### config.mk
export PLATFORM = sky130hd
export DESIGN_NAME = segment_scanner
export DESIGN_NICKNAME = d
export VERILOG_FILES = /design/src/rtl/segment_scanner.sv
export SDC_FILE = /design/constraint.sdc
export NUM_CORES = 1
export LEC_CHECK = 0
export CAP_MARGIN = 20
export CORE_MARGIN = 2
export CORE_UTILIZATION = 35
export DETAILED_ROUTE_END_ITERATION = 12
export HOLD_SLACK_MARGIN = 0.05
export PLACE_DENSITY = 0.55
export RECOVER_POWER = 50
export SYNTH_ARGS = -nofsm -noshare
export SYNTH_HDL_FRONTEND = slang
export SYNTH_SLANG_ARGS = --single-unit
### constraint.sdc
create_clock -name clk -period 4.1 [get_ports clk]
set_input_delay 0.615 -clock clk [delete_from_list [all_inputs] [get_ports clk]]
set_output_delay 0.615 -clock clk [all_outputs]
set_load 0.02 [all_outputs]
### src/rtl/segment_scanner.sv
// ============================================================================
// Module   : segment_scanner
// Brief    : Multiplexed common-anode 7-seg+dp scanner with ghost-guard
//            blanking and frame-aligned double-buffered updates.
//            Optional macro: SEGMENT_SCANNER_LZS_EN (leading-zero suppression).
// Revision : 1.0 - initial release
// ============================================================================
`default_nettype none

module segment_scanner #(
  parameter int DIGITS       = 8,
  parameter int CLK_DIV      = 50000,
  parameter int BLANK_CYCLES = 16
) (
  input  logic                  clk,
  input  logic                  rst,
  input  logic                  upd_valid_i,
  output logic                  upd_ready_o,
  input  logic [4*DIGITS-1:0]   upd_data_i,
  input  logic [DIGITS-1:0]     upd_dp_i,
  input  logic                  blank_i,
  input  logic                  lzs_en_i,
  output logic [DIGITS-1:0]     sel_o,
  output logic [7:0]            seg_o,
  output logic                  frame_done_o
);

  localparam int                 c_DIV_W    = (CLK_DIV > 1) ? $clog2(CLK_DIV) : 1;
  localparam int                 c_IDX_W    = (DIGITS > 1) ? $clog2(DIGITS) : 1;
  localparam logic [c_DIV_W-1:0] c_DIV_LAST = c_DIV_W'(CLK_DIV - 1);
  localparam logic [c_IDX_W-1:0] c_IDX_LAST = c_IDX_W'(DIGITS - 1);

  logic [c_DIV_W-1:0]  div_q, div_d;
  logic [c_IDX_W-1:0]  idx_q, idx_d;
  logic                pend_q, pend_d;
  logic [4*DIGITS-1:0] pend_data_q, pend_data_d;
  logic [DIGITS-1:0]   pend_dp_q, pend_dp_d;
  logic [4*DIGITS-1:0] act_data_q, act_data_d;
  logic [DIGITS-1:0]   act_dp_q, act_dp_d;
  logic [DIGITS-1:0]   sel_q, sel_d;
  logic [7:0]          seg_q, seg_d;
  logic                fd_q, fd_d;

  logic                w_slot_end;
  logic                w_boundary;
  logic                w_xfer;
  logic                w_guard_done;
  logic                w_lit;
  logic [3:0]          w_nib;
  logic                w_dp_bit;
  logic                w_sup;
  logic [DIGITS-1:0]   w_lzs_mask;

  function automatic logic [6:0] seg_decode(input logic [3:0] nib);
    logic [6:0] r;
    case (nib)
      4'h0: r = 7'h01;
      4'h1: r = 7'h4F;
      4'h2: r = 7'h12;
      4'h3: r = 7'h06;
      4'h4: r = 7'h4C;
      4'h5: r = 7'h24;
      4'h6: r = 7'h20;
      4'h7: r = 7'h0F;
      4'h8: r = 7'h00;
      4'h9: r = 7'h04;
      4'hA: r = 7'h08;
      4'hB: r = 7'h60;
      4'hC: r = 7'h31;
      4'hD: r = 7'h42;
      4'hE: r = 7'h30;
      default: r = 7'h38;
    endcase
    return r;
  endfunction

  assign w_slot_end  = (div_q == c_DIV_LAST);
  assign w_boundary  = w_slot_end && (idx_q == c_IDX_LAST);
  assign w_xfer      = upd_valid_i && !pend_q;
  assign upd_ready_o = !pend_q;
  assign sel_o        = sel_q;
  assign seg_o        = seg_q;
  assign frame_done_o = fd_q;

  generate
    if (BLANK_CYCLES == 0) begin : g_no_guard
      assign w_guard_done = 1'b1;
    end else begin : g_guard
      assign w_guard_done = (div_q >= c_DIV_W'(BLANK_CYCLES));
    end
  endgenerate

`ifdef SEGMENT_SCANNER_LZS_EN
  // Suppression propagates downward from the MSD while nibbles stay zero.
  logic w_zero_run;
  always_comb begin
    w_lzs_mask = '0;
    w_zero_run = lzs_en_i;
    for (int i = DIGITS - 1; i > 0; i--) begin
      w_zero_run    = w_zero_run && (act_data_q[4*i +: 4] == 4'h0);
      w_lzs_mask[i] = w_zero_run;
    end
  end
`else
  logic w_unused_lzs;
  assign w_lzs_mask   = '0;
  assign w_unused_lzs = lzs_en_i;
`endif

  always_comb begin
    div_d = w_slot_end ? '0 : div_q + 1'b1;
    idx_d = idx_q;
    if (w_slot_end) begin
      idx_d = (idx_q == c_IDX_LAST) ? '0 : idx_q + 1'b1;
    end
  end

  // A transfer in a boundary cycle lands in pending, so it waits a full frame.
  always_comb begin
    pend_d      = pend_q;
    pend_data_d = pend_data_q;
    pend_dp_d   = pend_dp_q;
    act_data_d  = act_data_q;
    act_dp_d    = act_dp_q;
    if (w_boundary && pend_q) begin
      act_data_d = pend_data_q;
      act_dp_d   = pend_dp_q;
      pend_d     = 1'b0;
    end else if (w_xfer) begin
      pend_data_d = upd_data_i;
      pend_dp_d   = upd_dp_i;
      pend_d      = 1'b1;
    end
  end

  always_comb begin
    w_nib    = 4'h0;
    w_dp_bit = 1'b0;
    w_sup    = 1'b0;
    w_lit    = w_guard_done && !blank_i;
    sel_d    = '0;
    for (int i = 0; i < DIGITS; i++) begin
      if (idx_q == c_IDX_W'(i)) begin
        w_nib    = act_data_q[4*i +: 4];
        w_dp_bit = act_dp_q[i];
        w_sup    = w_lzs_mask[i];
        sel_d[i] = w_lit;
      end
    end
    seg_d = 8'hFF;
    if (w_lit) begin
      seg_d = {(w_sup ? 7'h7F : seg_decode(w_nib)), ~w_dp_bit};
    end
    fd_d = w_boundary;
  end

  always_ff @(posedge clk or posedge rst) begin
    if (rst) begin
      div_q       <= '0;
      idx_q       <= '0;
      pend_q      <= 1'b0;
      pend_data_q <= '0;
      pend_dp_q   <= '0;
      act_data_q  <= '0;
      act_dp_q    <= '0;
      sel_q       <= '0;
      seg_q       <= 8'hFF;
      fd_q        <= 1'b0;
    end else begin
      div_q       <= div_d;
      idx_q       <= idx_d;
      pend_q      <= pend_d;
      pend_data_q <= pend_data_d;
      pend_dp_q   <= pend_dp_d;
      act_data_q  <= act_data_d;
      act_dp_q    <= act_dp_d;
      sel_q       <= sel_d;
      seg_q       <= seg_d;
      fd_q        <= fd_d;
    end
  end

endmodule

`default_nettype wire
==> impl_metrics.json, run 1 <==
{
  "synth.distinct_cells": 56,
  "met1_usage": 0.1950,
  "regToRegSetupSlack_ns": 0.96,
  "hold_violations": 0,
  "drt-total-wl_mm": 10.65,
  "power_density_nw_per_um2": 422.9,
  "p_switching_mw": 0.5774,
  "startpoint_type": "flip-flop",
  "ys_ff_latch": 117,
  "avgRoutedWirePerCell_um": 14.87,
  "path_max_fanout": 11,
  "synthFlopType": "dfrtp_1",
  "io_buffers": 61,
  "synth_top_area_cell": "dfrtp_1",
  "dp_hpwl_mm": 7.555,
  "holdWs_ns": 0.4950,
  "viasPerCell": 4.768,
  "cts_resized": 0,
  "path_cells": "ha_1 -> ha_1 -> or2_2 -> a221o_1 -> a32oi_1 -> or3_1 -> nand2_1 -> inv_1 -> ha_1 -> mux2i_1 -> mux2_2 -> nand2_1",
  "synth_top_area_frac": 0.4984,
  "nNetsFinal": 552,
  "rows": 45,
  "finalSetupTns_ns": 0,
  "synthArstFlopShare": 1.000,
  "sw_frac_of_total": 0.1975,
  "die_h_um": 129.0,
  "mappedNetlistArea_sq_um": 5473,
  "ioPinCount": 63,
  "skew_ns": 0.009629,
  "cts_setup_buffers": 0,
  "drtIter0Drc": 143,
  "busiest_layer": "met2",
  "clkSlewWorstSetupHoldPaths_ns": 0.05,
  "grtUsageMet2": 0.2079,
  "power_frac_comb": 0.046,
  "fp.coreArea_sq_um": 15260,
  "hold_depth": 1,
  "critPathMostFrequentCell": "ha_1",
  "drt_pass1_iterations": 4,
  "outcome": "complete, but fails checks",
  "rr_worst_depth": 12,
  "syn-instance-count": 430,
  "p_clk_frac": 0.529,
  "rsz0062_at_grt": "false",
  "synthTopCellsByCount": "dfrtp_1, mux2_2, mux2_4, nand2_1, nor2_1",
  "cp-end-kind": "flip-flop",
  "internal-power_mw": 2.346,
  "grt_pass1_vias": 3421,
  "failed_checks": "capacitance limit, slew limit",
  "power.total_mw": 2.923,
  "drc": 0,
  "max_freq_mhz": 318.8,
  "hold_path_class": "reg2reg",
  "antenna_found_initial": 0,
  "ctsLongestPathBuffers": 2,
  "crit_path_max_incr_delay_ns": 0.42,
  "die_w_um": 129.0,
  "drv_slew": 81,
  "instances_no_fill": 716,
  "initial_core_util": 0.3587,
  "cts_max_level": 4,
  "seq_power_share": 0.425,
  "overflow": 0,
  "placed_cells": 684,
  "setup.worst_path.class": "reg2reg",
  "critPathRequiredTime_ns": 4.44,
  "synth_area_leaders": "dfrtp_1, mux2_4, mux2_2",
  "cts_buffers": 17,
  "worstPathArrival_ns": 3.48,
  "grt_max_degree": 65,
  "cts_tree": "done",
  "slowest_stage": "dfrtp_1",
  "synth-seq-area-share": 0.5368,
  "period_needed_ns": 3.137,
  "cts-root-buf": "clkbuf_16",
  "gp_congestion": 0.7999,
  "setup_violations": 0,
  "grt_usage": 0.1391,
  "synth.avg_cell_area_sq_um": 12.73,
  "via_count": 3414,
  "vdd.ir_drop.worst_uv": 265.3,
  "antenna_left": 0,
  "relSlewSlack": -0.6055,
  "fin_crit_sh": 0.7651,
  "numClockSinks": 117,
  "insertion_delay_ns": 0.41,
  "hold_buffers": 0,
  "mappedNetlistNets": 489,
  "dp_worst_setup_slack_ns": 0.9887,
  "drive_gt1_frac": 0.2653,
  "use_met3": 0.04583,
  "synth_edf_count": 0,
  "diodes": 0,
  "ys_warn_count": 0,
  "worst_pin_slew_ns": 2.408,
  "maxCapViolations": 2,
  "fin_ws_ns": 0.9631,
  "p_leak_nw": 3.137,
  "yosysMostFrequentCell": "dfrtp_1",
  "die-area_sq_um": 16650,
  "grt_pass1_wl_mm": 17.73,
  "syn_to_final_growth_pct": 26.31
}
[power groups by stage]
stage	Clock (mW)	Combinational, mW	Sequential (mW)
CTS	1.58	0.139	1.24
detailed placement	0	0.139	1.26
global route	1.64	0.149	1.25
finish	1.55	0.135	1.24
floorplan	0	0.0693	1.26
global placement	0	0.135	1.26
[routing by layer]
metal  routed length [um]  vias up
li1                     -     1640
met1                 5328     1696
met2                 4780       69
met3                  450        9
met4                   91        0
met5                    0        -
[critical path: cells and delay by family, from the launching register on]
kind,cells,cell delay (ns)
buffers and inverters,1,0.11
and+or+nand+nor,4,0.77
adders and majority gates,3,0.86
muxes,2,0.40
AOI/OAI and AO/OA,2,0.49
DFF,1,0.42
[state kept, by name, summed over array words and instances (netlist names)]
register	flops
pend_dp_q	8
idx_q	3
sel_o	8
act_dp_q	8
pend_data_q	32
frame_done_o	1
pend_q	1
act_data_q	32
seg_o	8
div_q	16
[cell families after synthesis]
family,synth area share
flip-flops,0.5368
AND/OR/NAND/NOR,0.09579
buffers and inverters,0.03749
adder cells (fa/ha/maj),0.03201
multiplexers,0.2030
AO/OA/AOI/OAI,0.07408
XOR/XNOR,0.02080
[area by class of cell]
class,count,area [sq um]
clock buffers,24,511.7
clock inverters,7,117.6
fillers,1379,8346
inverters,23,86.33
multi-input cells,270,2330
flip-flops and latches,117,2938
well taps,211,264.0
repair buffers,64,665.6
[final timing paths]
check                                     startpoint                          to
min in group asynchronous                        rst  pend_data_q[8]$_DFFE_PP0P_
worst min register to register   div_q[13]$_DFF_PP0_         div_q[13]$_DFF_PP0_
worst max-delay path            idx_q[0]$_DFFE_PP0P_          seg_o[4]$_DFF_PP1_
worst min-delay path             div_q[13]$_DFF_PP0_         div_q[13]$_DFF_PP0_
worst max register to register  idx_q[0]$_DFFE_PP0P_          seg_o[4]$_DFF_PP1_
max in group asynchronous                        rst     act_dp_q[7]$_DFFE_PP0P_
[per-stage QoR]
step	util	cell area, sq um
2_1_floorplan	-	5473
6_report	0.4531	6913
3_3_place_gp	0.4107	6266
4_1_cts	0.4519	6895
3_5_place_dp	0.4107	6266
5_1_grt	0.4531	6913
[cell usage in the layout, fill, tap and decap left out, types with 4 or more instances in the layout]
master             n
nor2b_1            4
mux2_4            39
clkbuf_16         17
clkdlybuf4s50_1   59
nor2_1            24
inv_1             22
and3_1             4
nand4_1            4
a31oi_1            4
nand2_1           27
ha_1              14
xor2_1             6
a211oi_1           4
xnor2_1            7
o21ai_0           12
a21oi_1           12
mux2_2            44
clkbuf_8           6
dfrtp_1          109
nor3_1             6
dfstp_2            8
nand2b_1           4
and2_1             4
nand3_1            9
No activity file was read; power rests on OpenSTA's default activity.
==> inputs of run 2 (changes only) <==
Settings changed: PLACE_DENSITY 0.55 to 0.57.
Clock period 4.1 ns to 2.6 ns, I/O delays scaled along.
==> run 2 against run 1 <==
  * Non-clock buffer count grew 41
  * Clock skew shrank 0.0012 ns
  * Clock-buffer cell count shrank 7
  * Clock power rose by 59%
  * Sequential share of layout area decreased by 2.9 points
  * The run ends with capacitance limit, slew limit, setup timing left
  * Critical endpoint unchanged
  * Largest power group unchanged
  * First-iteration DRC count is 57% higher
  * Core utilization increased by 3.4 points
  * Final cell count is 5.7% higher
  * Setup slack worse by 1.0 ns
  * Cell area grew 7.4%
==> impl_metrics.json, run 2 (synthesis gave the netlist of run 1 again) <==
{
  "cp-startpoint": "idx_q[1]$_DFFE_PP0P_",
  "worst_pin_slew_ns": 1.586,
  "vdd.ir_drop.worst_uv": 488.2,
  "cts_tree": "done",
  "grt_max_degree": 118,
  "sw_frac_of_total": 0.2115,
  "cts_max_level": 4,
  "ctsLongestPathBuffers": 2,
  "io_buffers": 61,
  "setup_violations": 3,
  "cts_buffers": 17,
  "startpoint_type": "flip-flop",
  "r2r_start": "idx_q[1]$_DFFE_PP0P_",
  "worstPathArrival_ns": 2.96,
  "min_from": "div_q[7]$_DFF_PP0_",
  "p_clk_frac": 0.531,
  "relSlewSlack": -0.05709,
  "overflow": 0,
  "die_w_um": 129.0,
  "p_leak_nw": 3.333,
  "clkSlewWorstSetupHoldPaths_ns": 0.05,
  "instances_no_fill": 757,
  "grt_pass1_vias": 3762,
  "max_freq_mhz": 375.8,
  "fill_cells": 1324,
  "numClockSinks": 117,
  "drc": 0,
  "nNetsFinal": 593,
  "drt-total-wl_mm": 11.52,
  "rsz0062_at_grt": "true",
  "internal-power_mw": 3.653,
  "critPathBufInv": 2,
  "path_cells": "buf_6 -> clkinvlp_4 -> ha_4 -> nand3b_1 -> a221o_1 -> a32oi_2 -> or3_4 -> nand2_8 -> ha_4 -> mux2i_1 -> mux2_4 -> nand2_2",
  "die_h_um": 129.0,
  "drive_gt1_frac": 0.3736,
  "viasPerCell": 4.819,
  "critPathMostFrequentCell": "ha_4",
  "crit_path_max_incr_delay_ns": 0.37,
  "power_density_nw_per_um2": 623.8,
  "skew_ns": 0.008425,
  "gp_congestion": 0.8802,
  "die-area_sq_um": 16650,
  "via_count": 3648,
  "outcome": "complete, but fails checks",
  "insertion_delay_ns": 0.41,
  "p_switching_mw": 0.9795,
  "rows": 45,
  "slowest_stage": "dfrtp_1",
  "grt_pass1_wl_mm": 18.86,
  "layout_common_cells": "dfrtp_1, clkdlybuf4s50_1, mux2_2",
  "fin_crit_sh": 1.023,
  "critPathTopFamily": "compound AO/OA/AOI/OAI gates",
  "maxCapViolations": 1,
  "regToRegSetupSlack_ns": -0.06,
  "path_max_fanout": 7,
  "dp_hpwl_mm": 7.774,
  "avgRoutedWirePerCell_um": 15.22,
  "cts-root-buf": "clkbuf_16",
  "reg.largest.list": "act_data_q x32, pend_data_q x32, div_q x16",
  "fp.coreArea_sq_um": 15260,
  "power_frac_comb": 0.046,
  "hold_path_class": "reg2reg",
  "drt_pass1_iterations": 4,
  "fin_ws_ns": -0.06095,
  "setup.worst_path.class": "reg2reg",
  "diodes": 0,
  "final_common_cell": "dfrtp_1",
  "antenna_left": 0,
  "placed_cells": 717,
  "antenna_found_initial": 0,
  "hold_buffers": 0,
  "period_needed_ns": 2.661,
  "failed_checks": "capacitance limit, slew limit, setup timing",
  "critPathRequiredTime_ns": 2.90,
  "syn_to_final_growth_pct": 35.69,
  "hold_violations": 0,
  "drtIter0Drc": 224,
  "finalSetupTns_ns": -0.07235,
  "initial_core_util": 0.3587,
  "drv_slew": 118,
  "cp-end-kind": "flip-flop",
  "seq_power_share": 0.423,
  "ioPinCount": 63,
  "grt_usage": 0.1478
}
==> run 2: final timing paths <==
path                                                    to  cells past startpoint
worst max-delay path                    seg_o[4]$_DFF_PP1_                     12
worst min register to register          div_q[7]$_DFF_PP0_                      1
min in group asynchronous       pend_data_q[9]$_DFFE_PP0P_                      3
worst max register to register          seg_o[4]$_DFF_PP1_                     12
max in group asynchronous              div_q[12]$_DFF_PP0_                      3
worst min-delay path                    div_q[7]$_DFF_PP0_                      1
==> run 2: cell type report <==
| type | count | area, sq um | share of cell area |
|---|---|---|---|
| Sequential cell | 117 | 2938 | 0.3956 |
| Inverter | 23 | 102.6 | 0.01382 |
| Tap cell | 211 | 264.0 | 0.03555 |
| Clock inverter | 14 | 200.2 | 0.02696 |
| Clock buffer | 17 | 425.4 | 0.05729 |
| Timing Repair Buffer | 105 | 957.2 | 0.1289 |
| Multi-Input combinational cell | 270 | 2539 | 0.3419 |
==> run 2: layer usage <==
metal | part of all wire | GRT usage | vias up | routed length, um
met4 | 0.024 | 0.07097 | 0 | 274
met5 | 0 | 0 | - | 0
met2 | 0.47 | 0.2241 | 96 | 5366
li1 | - | - | 1718 | -
met1 | 0.47 | 0.1968 | 1813 | 5377
met3 | 0.044 | 0.04129 | 21 | 503
==> run 2: metrics by stage <==
stage	power [mW]	utilization	area, sq um	setup WS [ns]	hold WS (ns)
detailed placement	2.214	0.4280	6530	-0.2198	0.4938
floorplan	2.091	-	5479	0.02242	0.4609
CTS	4.706	0.4740	7233	0.01449	0.5050
global route	4.798	0.4867	7426	-0.1710	0.5167
finish	4.632	0.4867	7426	-0.06095	0.5018
global placement	2.204	0.4280	6530	-0.1540	0.4786
==> run 2: power groups by stage <==
stage	clock network [mW]	registers, mW	logic, mW
6_report	2.46	1.96	0.214
4_1_cts	2.52	1.96	0.222
3_3_place_gp	0	1.99	0.214
2_1_floorplan	0	1.98	0.110
3_5_place_dp	0	1.99	0.220
5_1_grt	2.59	1.97	0.235
==> run 2: timing repair <==
action,CTS,global route
gates resized for setup,16,29
pin swaps,6,13
setup buffers,2,7
endpoints found under the setup margin,7,7
==> inputs of run 3 (changes only) <==
Settings changed: CTS_CLUSTER_DIAMETER set to 30.
==> results of run 3 <==
Same layout as run 2: the final DEF is identical, and so are final timing and power.
==> RTL edit 1, RTL diff (config.mk and constraints of run 3) <==
Reset style: synchronous (`rst`), changed in one clocked block.
--- a/src/rtl/segment_scanner.sv
+++ b/src/rtl/segment_scanner.sv
@@ -154,7 +154,7 @@
     fd_d = w_boundary;
   end
 
-  always_ff @(posedge clk or posedge rst) begin
+  always_ff @(posedge clk) begin
     if (rst) begin
       div_q       <= '0;
       idx_q       <= '0;
Check against the original RTL: differs if rst is asserted again (counterexample within 4 cycles, from zero or initial values and one cycle with rst high); with rst held inactive, the same outputs for 10 cycles.
==> RTL edit 1 against run 3 <==
- area after synthesis is 8.9% lower
- total power is 5.2% lower
- setup slack better by 0.16 ns
- sequential cell count did not move
- combinational power is 17% lower
- design area shrank 10%
- wire length is 0.65% lower
- synthesized cell count up 43%
- largest cell class is now multi-input combinational cells
- highest routed layer unchanged
==> RTL edit 1: results <==
[synthesis]
syn_inst = 617
synth_fp_nets = 676
synth-async-reset-ratio_pct = 0
ys_types = 48
yosysSeqAreaShare_pct = 47.0
ys_warn_count = 0
ys_top_cells_by_count = "183 x nand2_1, 117 x dfxtp_1, 75 x a21oi_1"
synth_area_leaders = "dfxtp_1 47%, nand2_1 14%, a21oi_1 7.5%"

[power_and_ir_drop]
p_leak_nw = 2.40
ir_drop_mv = 0.373

[place]
io_buffers = 61
hpwl_um = 7990
place.gp.congestion = 0.875
pre_cts_ws_ns = -0.216
placed_cell_area_um2 = 5910
dp.cells = 855

[detailed_routing]
drt-initial-drc-count = 235
top_layer_used = "met4"
first_pass_iters = 4
route.met2.wl_um = 5330
vias = 4272
met1Wirelength_um = 5530
dr_wl_met3_um = 439
drt_wl_total_um = 11400

[clock_network]
cts_max_path_buffers = 2
clk_latency_ns = 0.42
cts_buffers = 17
cts_setup_buffers = 1
htreeDepth = 4
clk_pin_slew_worst_paths_ns = 0.05
cts_root_buf = "clkbuf_16"
cts_resized = 15

[sta]
relSlewSlack_pct = 46.8
skew_ns = 0.00617

[global_routing]
grt_max_degree = 42
grtUsageTotal_pct = 15.9
grt_antenna_before_repair = 0
grt_pass1_wl_um = 18900
grt_pass1_vias = 4088

[layout]
drive_gt1_share_pct = 16.7
n_fill_cell = 1380
antennaDiodeCount = 0
reg.largest.list = "act_data_q: 32 flops, pend_data_q: 32 flops, div_q: 16 flops"
instances_no_fill = 892
final_nets = 758

[status]
outcome = "complete, no violations"

[setup_path]
worstPathMaxFanout = 5
worstPathArrival_ns = 2.80
crit_path_top_delay_cell = "or4_1"
cp_top_family = "simple AND/OR/NAND/NOR gates"
cpPeakStageDelay_ns = 0.42

[hold_path]
worstHoldPathType = "in2reg"
[RTL edit 1: cells by family after synthesis]
logic type | count (synthesis) | share of synthesized area, %
adders and majority gates | 14 | 3.51
muxes | 4 | 0.803
xor gates and xnor gates | 12 | 2.11
DFF | 117 | 47.0
AOI/OAI and AO/OA | 138 | 17.3
and+or+nand+nor | 270 | 23.7
buffers and inverters | 62 | 5.60
[RTL edit 1: report_power, final]
group | switching (mW) | leakage [nW] | internal (mW)
clock network | 0.788 | 0.299 | 1.57
registers | 0.0241 | 0.951 | 1.83
logic | 0.0878 | 1.15 | 0.0895
[RTL edit 1: worst paths after layout]
check | start | to | slack (ns) | depth (start not counted)
setup / recovery | idx_q[0] | seg_o[7] | 0.1 | 10
hold / removal | rst | div_q[2] | 0.30 | 2
setup reg to reg | idx_q[0] | seg_o[7] | 0.1 | 10
hold reg to reg | act_data_q[8] | act_data_q[8] | 0.45 | 2
[RTL edit 1: routing by layer]
layer | vias to the layer above | GRT usage (%)
met3 | 12 | 5.58
met5 | - | 0
met2 | 68 | 25.4
met1 | 1961 | 20.0
met4 | 0 | 5.11
li1 | 2231 | -
[RTL edit 1: worst reg2reg max path, delay by kind of cell (launching register included)]
kind	cells	cell delay, ns
adders and majority gates	2	0.34
and+or+nand+nor	3	0.90
buffers and inverters	2	0.27
DFF	1	0.36
AOI/OAI and AO/OA	3	0.51
[RTL edit 1: area by class of cell]
cell class              instances  area (um^2)  area share (%)
multi-input cells             438         2480            37.3
flip-flops and latches        117         2350            35.3
repair buffers                104          926            13.9
clock buffers                  22          474            7.11
well taps                     180          225            3.38
clock inverters                10          128            1.91
inverters                      21         78.8            1.18
==> RTL edit 2, RTL diff (settings of run 3) <==
Without the edit above. Set the parameter `DIGITS` to 4 (it was 8).
--- a/src/rtl/segment_scanner.sv
+++ b/src/rtl/segment_scanner.sv
@@ -8,7 +8,7 @@
 `default_nettype none
 
 module segment_scanner #(
-  parameter int DIGITS       = 8,
+  parameter int DIGITS       = 4,
   parameter int CLK_DIV      = 50000,
   parameter int BLANK_CYCLES = 16
 ) (
Interface: changed (resized sel_o, upd_data_i and upd_dp_i); port bits go from 63 to 39. The function was not compared with the original's and may differ.
==> RTL edit 2 against run 3 <==
- wire length decreased by 49%
- sequential share of layout area increased by 4.2 points
- area after synthesis decreased by 39%
- design area is 44% lower
- sequential cell count fell by 45
- highest routed layer unchanged
- total power down 49%
- setup slack improved by 0.30 ns
- critical path depth shrank 2
==> RTL edit 2: results <==
[power_and_ir_drop]
p_comb_share_pct = 5.0
p_per_area_nw_per_um2 = 574
ir_drop_mv = 0.226
p_leak_nw = 1.89
powerClk_mw = 1.06

[synthesis]
synth_fp_nets = 299
syn_inst = 262
synth_area_leaders = "dfrtp_1 48%, mux2_4 8.5%, mux2_2 7.7%"
ys_top_cells_by_count = "64 x dfrtp_1, 23 x mux2_2, 20 x nand2_1"
synth-xor-area-share_pct = 3.14
synth_seq_cells = 72
synth_fa_ha_area_share_pct = 4.49
ys_types = 46
yosysSeqAreaShare_pct = 54.2
synth.area.mux_share_pct = 16.9

[layout]
clock_cell_area_share_pct = 5.86
regArea_um2 = 1810
n_fill_cell = 847
multi_input_gates = 170
finish.utilization_pct = 44.8
multi_input_area_share_pct = 34.7
instances_no_fill = 445

[sta]
relSlewSlack_pct = 38.1
skew_ns = 0.00745

[global_routing]
gr-usage-met2_pct = 20.2
grt_pass1_wl_um = 10500
grt_max_degree = 48
grt.met3_usage_pct = 3.31
grt_pass1_vias = 2186

[clock_network]
cts_setup_buffers = 0
clk_pin_slew_worst_paths_ns = 0.08
htreeDepth = 3
clk_latency_ns = 0.35
cts_buffers = 9
cts_resized = 0
cts_root_buf = "clkbuf_8"

[detailed_routing]
post_drt_via_cell_ratio = 4.72
dr_wl_met3_um = 248
drt-initial-drc-count = 94
drt_wl_total_um = 5910
met1Wirelength_um = 2780

[place]
io_buffers = 37
pre_cts_ws_ns = 0.277
hpwl_um = 4220
place.gp.congestion = 0.793
dp.cells = 429

[die]
rows = 35

[status]
outcome = "complete, no violations"

[setup_path]
worstPathMaxFanout = 9
worstPathArrival_ns = 2.57
## RTL edit 2: cell types whose count changed in the layout (fill, tap and decap cells not counted), sizes merged, moves of 11 or more
cell,before,now
dfrtp,109,64
buf,42,9
clkdlybuf4s50,60,36
nor2,25,13
inv,23,12
mux2,83,42
## RTL edit 2: path summary, 6_finish.rpt
check	from	end	slack, ns	cells after the start
worst max-delay path	idx_q[0]	seg_o[2]	0.24	10
worst min-delay path	div_q[0]	div_q[0]	0.49	1
worst max register to register	idx_q[0]	seg_o[2]	0.24	10
min in group asynchronous	rst	sel_o[3]	0.69	2
max in group asynchronous	rst	div_q[11]	0.67	3
worst min register to register	div_q[0]	div_q[0]	0.49	1
## RTL edit 2: worst register-to-register path: stages, from the launching register on
cell	delay (ns)
dfrtp_1	0.42
inv_1	0.09
ha_1	0.31
nor2_1	0.26
o211ai_1	0.17
o211ai_1	0.22
inv_1	0.12
ha_1	0.23
nor2b_1	0.15
a21oi_1	0.11
o221ai_1	0.15
